===== config.mk =====
export PLATFORM = sky130hd
export DESIGN_NAME = registers_bank_mp
export DESIGN_NICKNAME = d
export VERILOG_FILES = /design/src/rtl/registers_bank_mp_pkg.sv /design/src/rtl/registers_bank_read_port.sv /design/src/rtl/registers_bank_mp.sv
export SDC_FILE = /design/constraint.sdc
export NUM_CORES = 2
export LEC_CHECK = 0
export CORE_AREA = 10 10 441 443
export DETAILED_ROUTE_END_ITERATION = 6
export DIE_AREA = 0 0 451 453
export PLACE_DENSITY = 0.49
export SYNTH_ARGS = -nofsm -noshare
export SYNTH_HDL_FRONTEND = slang
export SYNTH_SLANG_ARGS = --single-unit

===== constraint.sdc =====
create_clock -name i_clk -period 4.8 [get_ports i_clk]
set_clock_uncertainty 0.05 [all_clocks]
set_input_delay 1.44 -clock i_clk [delete_from_list [all_inputs] [get_ports i_clk]]
set_output_delay 1.44 -clock i_clk [all_outputs]
set_load 0.01 [all_outputs]

===== src/rtl/registers_bank_mp_pkg.sv =====
// ============================================================================
// Module : registers_bank_mp_pkg
// Brief  : Shared types and constants for the multi-port register bank.
//          Optional feature macro used by this slice: REGFILE_BYPASS_EN.
// Rev    : 1.0 - initial release
// ============================================================================
`default_nettype none

`ifndef CLEAR
`define CLEAR(width) {(width){1'b0}}
`endif

package registers_bank_mp_pkg;

  localparam int DEFAULT_READ_PORTS = 2;

  typedef enum logic [0:0] {
    RB_STATE_IDLE  = 1'b0,
    RB_STATE_CLEAR = 1'b1
  } rb_state_e;

endpackage

`default_nettype wire


===== src/rtl/registers_bank_read_port.sv =====
// ============================================================================
// Module : registers_bank_read_port
// Brief  : One asynchronous read port. Masks to zero while the bank is being
//          cleared. Write-through forwarding when REGFILE_BYPASS_EN is defined.
// Rev    : 1.0 - initial release
// ============================================================================
`default_nettype none

module registers_bank_read_port #(
  parameter int BANK_SIZE = 32,
  parameter int DATA_W    = 32,
  parameter int ADDR_W    = 5,
  parameter int ZERO_REG  = 1
) (
  input  logic [BANK_SIZE*DATA_W-1:0] regs_i,
  input  logic [ADDR_W-1:0]           addr_i,
  input  logic                        busy_i,
`ifdef REGFILE_BYPASS_EN
  input  logic                        wr_accept_i,
  input  logic [ADDR_W-1:0]           wr_addr_i,
  input  logic [DATA_W-1:0]           wr_data_i,
`endif
  output logic [DATA_W-1:0]           data_o
);

  always_comb begin
    data_o = regs_i[int'(addr_i)*DATA_W +: DATA_W];
`ifdef REGFILE_BYPASS_EN
    if (wr_accept_i && (wr_addr_i == addr_i)) begin
      data_o = wr_data_i;
    end
`endif
    if ((ZERO_REG != 0) && (addr_i == '0)) begin
      data_o = '0;
    end
    // The ID stage stalls on busy, so partially cleared contents are hidden.
    if (busy_i) begin
      data_o = '0;
    end
  end

endmodule

`default_nettype wire


===== src/rtl/registers_bank_mp.sv =====
// ============================================================================
// Module : registers_bank_mp
// Brief  : ID-stage register file, N read ports, one write port, sequential
//          one-entry-per-cycle flush. Optional macro: REGFILE_BYPASS_EN.
// Rev    : 1.0 - initial release
// ============================================================================
`default_nettype none

module registers_bank_mp
  import registers_bank_mp_pkg::*;
#(
  parameter int REGISTERS_BANK_SIZE = 32,
  parameter int REGISTERS_SIZE      = 32,
  parameter int READ_PORTS          = DEFAULT_READ_PORTS,
  parameter int ZERO_REG            = 1,
  localparam int ADDR_W             = $clog2(REGISTERS_BANK_SIZE)
) (
  input  logic                                       i_clk,
  input  logic                                       i_reset_n,
  input  logic                                       i_flush,
  input  logic                                       i_write_enable,
  input  logic [ADDR_W-1:0]                          i_addr_wr,
  input  logic [REGISTERS_SIZE-1:0]                  i_bus_wr,
  input  logic [READ_PORTS*ADDR_W-1:0]               i_addr_rd,
  output logic [READ_PORTS*REGISTERS_SIZE-1:0]       o_bus_rd,
  output logic                                       o_busy,
  output logic                                       o_wr_drop,
  output logic [REGISTERS_BANK_SIZE*REGISTERS_SIZE-1:0] o_bus_debug
);

  localparam logic [ADDR_W-1:0] C_LAST_IDX = ADDR_W'(REGISTERS_BANK_SIZE - 1);

  rb_state_e                 state_q, state_d;
  logic [ADDR_W-1:0]         cnt_q, cnt_d;
  logic                      busy_q, busy_d;
  logic                      wr_drop_q, wr_drop_d;
  logic [REGISTERS_SIZE-1:0] regs_q [REGISTERS_BANK_SIZE];

  logic                      w_clr_en;
  logic [ADDR_W-1:0]         w_clr_idx;
  logic                      w_wr_accept;

  assign w_wr_accept = i_write_enable && !i_flush && (state_q == RB_STATE_IDLE) &&
                       !((ZERO_REG != 0) && (i_addr_wr == '0));

  always_comb begin
    state_d   = state_q;
    cnt_d     = cnt_q;
    w_clr_en  = 1'b0;
    w_clr_idx = '0;
    // A flush in either state (re)starts the sweep at entry 0.
    if (i_flush) begin
      state_d  = RB_STATE_CLEAR;
      cnt_d    = ADDR_W'(1);
      w_clr_en = 1'b1;
    end else if (state_q == RB_STATE_CLEAR) begin
      w_clr_en  = 1'b1;
      w_clr_idx = cnt_q;
      cnt_d     = cnt_q + ADDR_W'(1);
      if (cnt_q == C_LAST_IDX) begin
        state_d = RB_STATE_IDLE;
      end
    end
    // Busy covers the cycle after each clearing edge, including the last one.
    busy_d    = i_flush || (state_q == RB_STATE_CLEAR);
    wr_drop_d = i_write_enable && (i_flush || (state_q == RB_STATE_CLEAR));
  end

  always_ff @(posedge i_clk or negedge i_reset_n) begin
    if (!i_reset_n) begin
      state_q   <= RB_STATE_IDLE;
      cnt_q     <= '0;
      busy_q    <= 1'b0;
      wr_drop_q <= 1'b0;
    end else begin
      state_q   <= state_d;
      cnt_q     <= cnt_d;
      busy_q    <= busy_d;
      wr_drop_q <= wr_drop_d;
    end
  end

  always_ff @(posedge i_clk or negedge i_reset_n) begin
    if (!i_reset_n) begin
      for (int i = 0; i < REGISTERS_BANK_SIZE; i++) begin
        regs_q[i] <= `CLEAR(REGISTERS_SIZE);
      end
    end else if (w_clr_en) begin
      regs_q[w_clr_idx] <= `CLEAR(REGISTERS_SIZE);
    end else if (w_wr_accept) begin
      regs_q[i_addr_wr] <= i_bus_wr;
    end
  end

  assign o_busy    = busy_q;
  assign o_wr_drop = wr_drop_q;

  generate
    for (genvar j = 0; j < REGISTERS_BANK_SIZE; j++) begin : g_debug
      assign o_bus_debug[j*REGISTERS_SIZE +: REGISTERS_SIZE] = regs_q[j];
    end

    for (genvar k = 0; k < READ_PORTS; k++) begin : g_read_port
      registers_bank_read_port #(
        .BANK_SIZE (REGISTERS_BANK_SIZE),
        .DATA_W    (REGISTERS_SIZE),
        .ADDR_W    (ADDR_W),
        .ZERO_REG  (ZERO_REG)
      ) u_read_port (
        .regs_i      (o_bus_debug),
        .addr_i      (i_addr_rd[k*ADDR_W +: ADDR_W]),
        .busy_i      (busy_q),
`ifdef REGFILE_BYPASS_EN
        .wr_accept_i (w_wr_accept),
        .wr_addr_i   (i_addr_wr),
        .wr_data_i   (i_bus_wr),
`endif
        .data_o      (o_bus_rd[k*REGISTERS_SIZE +: REGISTERS_SIZE])
      );
    end
  endgenerate

endmodule

`default_nettype wire


# [Yosys cells after proc, flatten, opt, wreduce, memory -nomap -nowiden]
# Cells that the tools add are included.
[totals] regBits=1032 inputBits=51 output_inout_bits=1090 elab_cells=83
[classes] add_sub_neg=1 n_lt_le_gt_ge=4 n_eq_ne=1 shift=2 mux=20 n_bitwise=5 n_reduce_logical=14
[op_table] op="$mux 1024" n=2
[op_table] op="$shiftx 1024x11->32" n=2
[op_table] op="$and 1024x1024->1024" n=1
[op_table] op="$bwmux 1024" n=1
[op_table] op="$not 1024->1024" n=1
[op_table] op="$demux 32 s5" n=2
[op_table] op="$mux 32" n=6
[op_table] op="$mux 5" n=4
[op_table] op="$logic_not 5->1" n=3
[op_table] op="$ge 6x6->1 const B" n=2
[op_table] op="$lt 6x1->1 const B" n=2
[op_table] op="$not 5->6" n=2
[op_table] op="$logic_and 1x1->1" n=6
[op_table] op="$add 5x1->5 const B" n=1
[op_table] op="$eq 5x5->1 const B" n=1
[op_table] op="$mux 1" n=5
[op_table] op="$reduce_bool 2->1" n=2
[op_table] op="$logic_not 1->1" n=2
[op_table] op="$logic_or 1x1->1" n=1
[op_table] op="$not 1->1" n=1

# [Longest topological paths before layout]
[depth] ltp_word=10 ltp_mapped=7 mapped_depth_nobuf=5

# [Modules after synthesis]
# From an unflattened synthesis, not the netlist that was laid out.
[unflattened] hier_cells=4228 area_unflattened_um2=53153.5
[modules_own_cells] mod="registers_bank_mp" instances=1 cells_per_inst=2486 area_per_inst_um2=37040.5 seq_area_each_um2=25824.8
[modules_own_cells] mod="registers_bank_read_port" instances=2 cells_per_inst=871 area_per_inst_um2=8056.5 seq_area_each_um2=0.0

# [Worst setup path before layout]
# Ideal clock, no wire load.
[synth_path] path_kind="in2out" from="input i_addr_rd[0]" to="output o_bus_rd[21]" arrival_ns=2.893 required_ns=3.310 setup_slack_ns=0.417 stages=7 n_path_buf=3 path_cell_list="clkbuf_1 buf_1 buf_2 mux2i_1 o22ai_1 a22oi_1 nand4_1"
[synth_between] elab_chain_cells=3 word_cells_on_any_way=4 cone_classes="shift (1); mux (2); reduce/logical (1)"
[synth_rtl] element="from (decl)" line_no="registers_bank_mp.sv:24" text="input logic [READ_PORTS*ADDR_W-1:0] i_addr_rd,"
[synth_rtl] element="$shiftx 1024x11->32 / $logic_not 5->1 (equally long branches)" line_no="registers_bank_read_port.sv:27, registers_bank_read_port.sv:33"
[synth_rtl] element="$mux 32 *" line_no="registers_bank_read_port.sv:33" text="if ((ZERO_REG != 0) && (addr_i == '0)) begin"
[synth_rtl] element="$mux 32 *" line_no="registers_bank_read_port.sv:37" text="if (busy_i) begin"
[synth_rtl] element="to (decl)" line_no="registers_bank_mp.sv:25" text="output logic [READ_PORTS*REGISTERS_SIZE-1:0] o_bus_rd,"
# Mark *: on every way between the ends. The rest lies on a longest branch, timed or not.

# [Worst setup path in the final report]
[layout_path] from="input i_addr_rd[5]" to="output o_bus_rd[47]"
# Same word-level chain as after synthesis.

==> flow_summary.toml <==
[run_status]
violations = "negative setup slack"
outcome = "finished with violations"

[critical_path]
endpoint_kind = "output pin"
critPathTopFamily = "buffers and inverters"
crit_type = "input port to output pin"
cp.arrival_ns = 3.55
worstPathMaxFanout = 8
critPathLaunchType = "input port"
critPathMostFrequentCell = "buf_16"
regToRegEndpoint = "o_bus_debug[469]"
crit_buf_inv = 5
reg2reg_depth = 5
crit_path_cell_trace = "buf_16 -> buf_16 -> buf_12 -> buf_6 -> mux4_2 -> a22oi_2 -> nand4_1 -> buf_2"
crit_required_ns = 3.31
ff2ff_setup_slack_ns = 1.73
r2r_start = "state_q"
max_stage_delay_ns = 0.57
slowest_stage = "mux4_2"

[yosys]
synth_nets = 4252
synth_most_common_cell = "dfrtp_1"
synth_xor_area_frac = 0.000504
synthTopCellsByCount = "dfrtp_1 (1,032), a22o_1 (992), mux2i_1 (578), clkbuf_1 (418)"
syn_inst = 4199
netlist_top_cells_area = "dfrtp_1 (50%), a22o_1 (17%), mux2i_1 (11%)"
synth_seq_cells = 1032
yosysUniqueCellTypes = 40
ys_seq_area_frac = 0.495
yosys-mux-area-fraction = 0.194
synth_area_leader_cell = "dfrtp_1"
synthFlopType = "dfrtp_1"
syn_area_per_cell_sq_um = 12.4
synth-edff-count = 0
synth_top_family_by_area = "compound AO/OA/AOI/OAI gates"
async_flop_share = 1.00
synth_top_area_share = 0.495
synthSimpleGateAreaFrac = 0.0333
synth_compound_area_frac = 0.237
netlist_area_sq_um = 52200
synthAdderAreaFrac = 0.000480
yosys_warnings = 0

[layout]
layout.nets = 5757
multi_input_area_sq_um = 26500
syn2layout_area_growth_pct = 52.8
seq_area_sq_um = 25800
stdcell_area_sq_um = 79700
layout-drive-gt1-share = 0.270
n_fill_cell = 17300
fin_util = 0.431

[sta]
setup_violations = 43
maxSlewHeadroom = 0.200
worst_pin_slew_ns = 1.20
fmax_mhz = 198
slew_viol_final = 0
fin_crit_ns = 5.04
fin_crit_sh = 1.05
hold_violations = 0
rsz0062_at_grt = "true"
setup_ws_ns = -0.242
whs_ns = 0.434
setup_tns_ns = -3.92

[global_route]
grt_max_degree = 77
grtUsageTotal = 0.349
grt-ovfl-total = 0
antenna_found_initial = 24
grt_pass1_wl_mm = 492
grt_pass1_vias = 51000

[power]
powerDensity_nw_per_um2 = 272
leakage_uw = 0.0342
report.power.total_uw = 21700
vdd_drop_max_uv = 326

[hold_path]
hold_class = "flip-flop to flip-flop"
min_path_cells = 1
hold_start = "o_bus_debug[21]"
min_to = "o_bus_debug[21]"

[place]
dp_hpwl_mm = 276
io_buffers = 1140
place_area_sq_um = 71800
place.gp.congestion = 1.01

[floorplan]
dieArea_sq_um = 204000
initial_core_util = 0.282
core_area_sq_um = 185000
fp.dieW_um = 451
fp-row-count = 158
pin_count = 1141
die_h_um = 453

[drt]
totalWireLength_mm = 374
firstDrtPassIters = 6
drc = 0
route.vias.total = 52200
wl_per_cell_um = 45.0
vias_per_cell = 6.29
antenna_left = 0
drt_iter0_drc = 6726

[clocking]
cts-root-buf = "clkbuf_16"
cts_buffers = 131
cts_max_level = 4
cts_tree = "built"
cts_buffer_depth = 3
clock_latency_ns = 0.79
clkSinkCount = 1032
cts.clk_slew.worst_paths_ns = 0.06

[job]
max_cap_viol_count = 0
[report_power, final]
group	internal, uW	switching, uW
combinational	868	1290
clock	6350	4280
sequential	8760	106
total	16000	5680
[layout make-up]
type / instances / share of cell area
diodes: 8 / 0.000251
well taps: 2480 / 0.0389
flip-flops and latches: 1032 / 0.324
clock buffers: 193 / 0.0494
inverters: 1 / 0.0000471
multi-input cells: 2642 / 0.332
repair buffers: 1896 / 0.247
clock inverters: 44 / 0.00771
[sequential cells by signal, indices dropped and copies added, names as in the netlist]
| register | flops |
|---|---|
| o_wr_drop | 1 |
| o_busy | 1 |
| o_bus_debug | 1024 |
| state_q | 1 |
| cnt_q | 5 |
[metrics by stage]
| stage | cells | setup slack, ns |
|---|---|---|
| after CTS | 8279 | -0.241 |
| after global placement | 7940 | -1.44 |
| after floorplan | 4199 | 0.417 |
| after detailed placement | 7940 | -1.41 |
| final | 8296 | -0.242 |
| after global routing | 8294 | -0.244 |
[worst reg2reg max path, delay by kind of cell, from the launching register on]
family	cells	cell delay (ns)
AOI/OAI and AO/OA	2	1.09
DFF	1	0.67
buffers and inverters	1	0.44
and+or+nand+nor	2	0.77
[placed cells by master, fill, tap and decap left out, types with 30 or more instances in the layout]
| master | n |
|---|---|
| buf_2 | 65 |
| clkbuf_8 | 30 |
| clkdlybuf4s50_1 | 1050 |
| clkbuf_16 | 137 |
| nand2_1 | 128 |
| buf_4 | 505 |
| mux4_2 | 192 |
| a21oi_4 | 30 |
| o22ai_1 | 155 |
| mux2i_1 | 526 |
| buf_12 | 160 |
| a22o_1 | 992 |
| a221oi_1 | 46 |
| a22oi_2 | 105 |
| a22oi_1 | 87 |
| buf_6 | 71 |
| mux2i_2 | 31 |
| nor2_4 | 30 |
| and2_1 | 33 |
| dfrtp_1 | 1032 |
| nand4_1 | 66 |
[timing repair]
action | CTS | global route
pin swaps | 109 | 71
endpoints found under the setup margin | 64 | 58
gates resized for setup | 643 | 115
cloned | 22 | 0
hold buffers | 0 | 0
setup buffers | 93 | 29
[cell families (layout without fill, tap and decap cells)]
group	after synthesis	after routing
adder cells (fa/ha/maj)	2	2
flip-flops	1032	1032
buffers and inverters	525	2134
other	0	8
multiplexers	770	770
XOR/XNOR	3	3
AND/OR/NAND/NOR	330	330
AO/OA/AOI/OAI	1537	1537
[routing by layer]
| metal | global-route usage | routed length, um | up-vias | part of all wire |
|---|---|---|---|---|
| met5 | 0 | 13 | - | 0.000035 |
| met4 | 0.222 | 29800 | 2 | 0.080 |
| met3 | 0.0840 | 34300 | 809 | 0.092 |
| met2 | 0.533 | 165000 | 3832 | 0.44 |
| met1 | 0.443 | 144000 | 27600 | 0.39 |
| li1 | - | - | 19900 | - |
[how the worst max path moves through the flow]
stage | startpoint | endpoint | slack (ns) | depth (start not counted)
floorplan | i_addr_rd[0] | o_bus_rd[21] | 0.42 | 7
global placement | i_addr_rd[7] | o_bus_rd[44] | -1.44 | 8
detailed placement | i_addr_rd[7] | o_bus_rd[44] | -1.41 | 8
CTS | i_addr_rd[5] | o_bus_rd[63] | -0.24 | 8
global route | i_addr_rd[5] | o_bus_rd[45] | -0.24 | 9
finish | i_addr_rd[5] | o_bus_rd[47] | -0.24 | 8
Note: power is estimated with default switching activity, not from simulation.
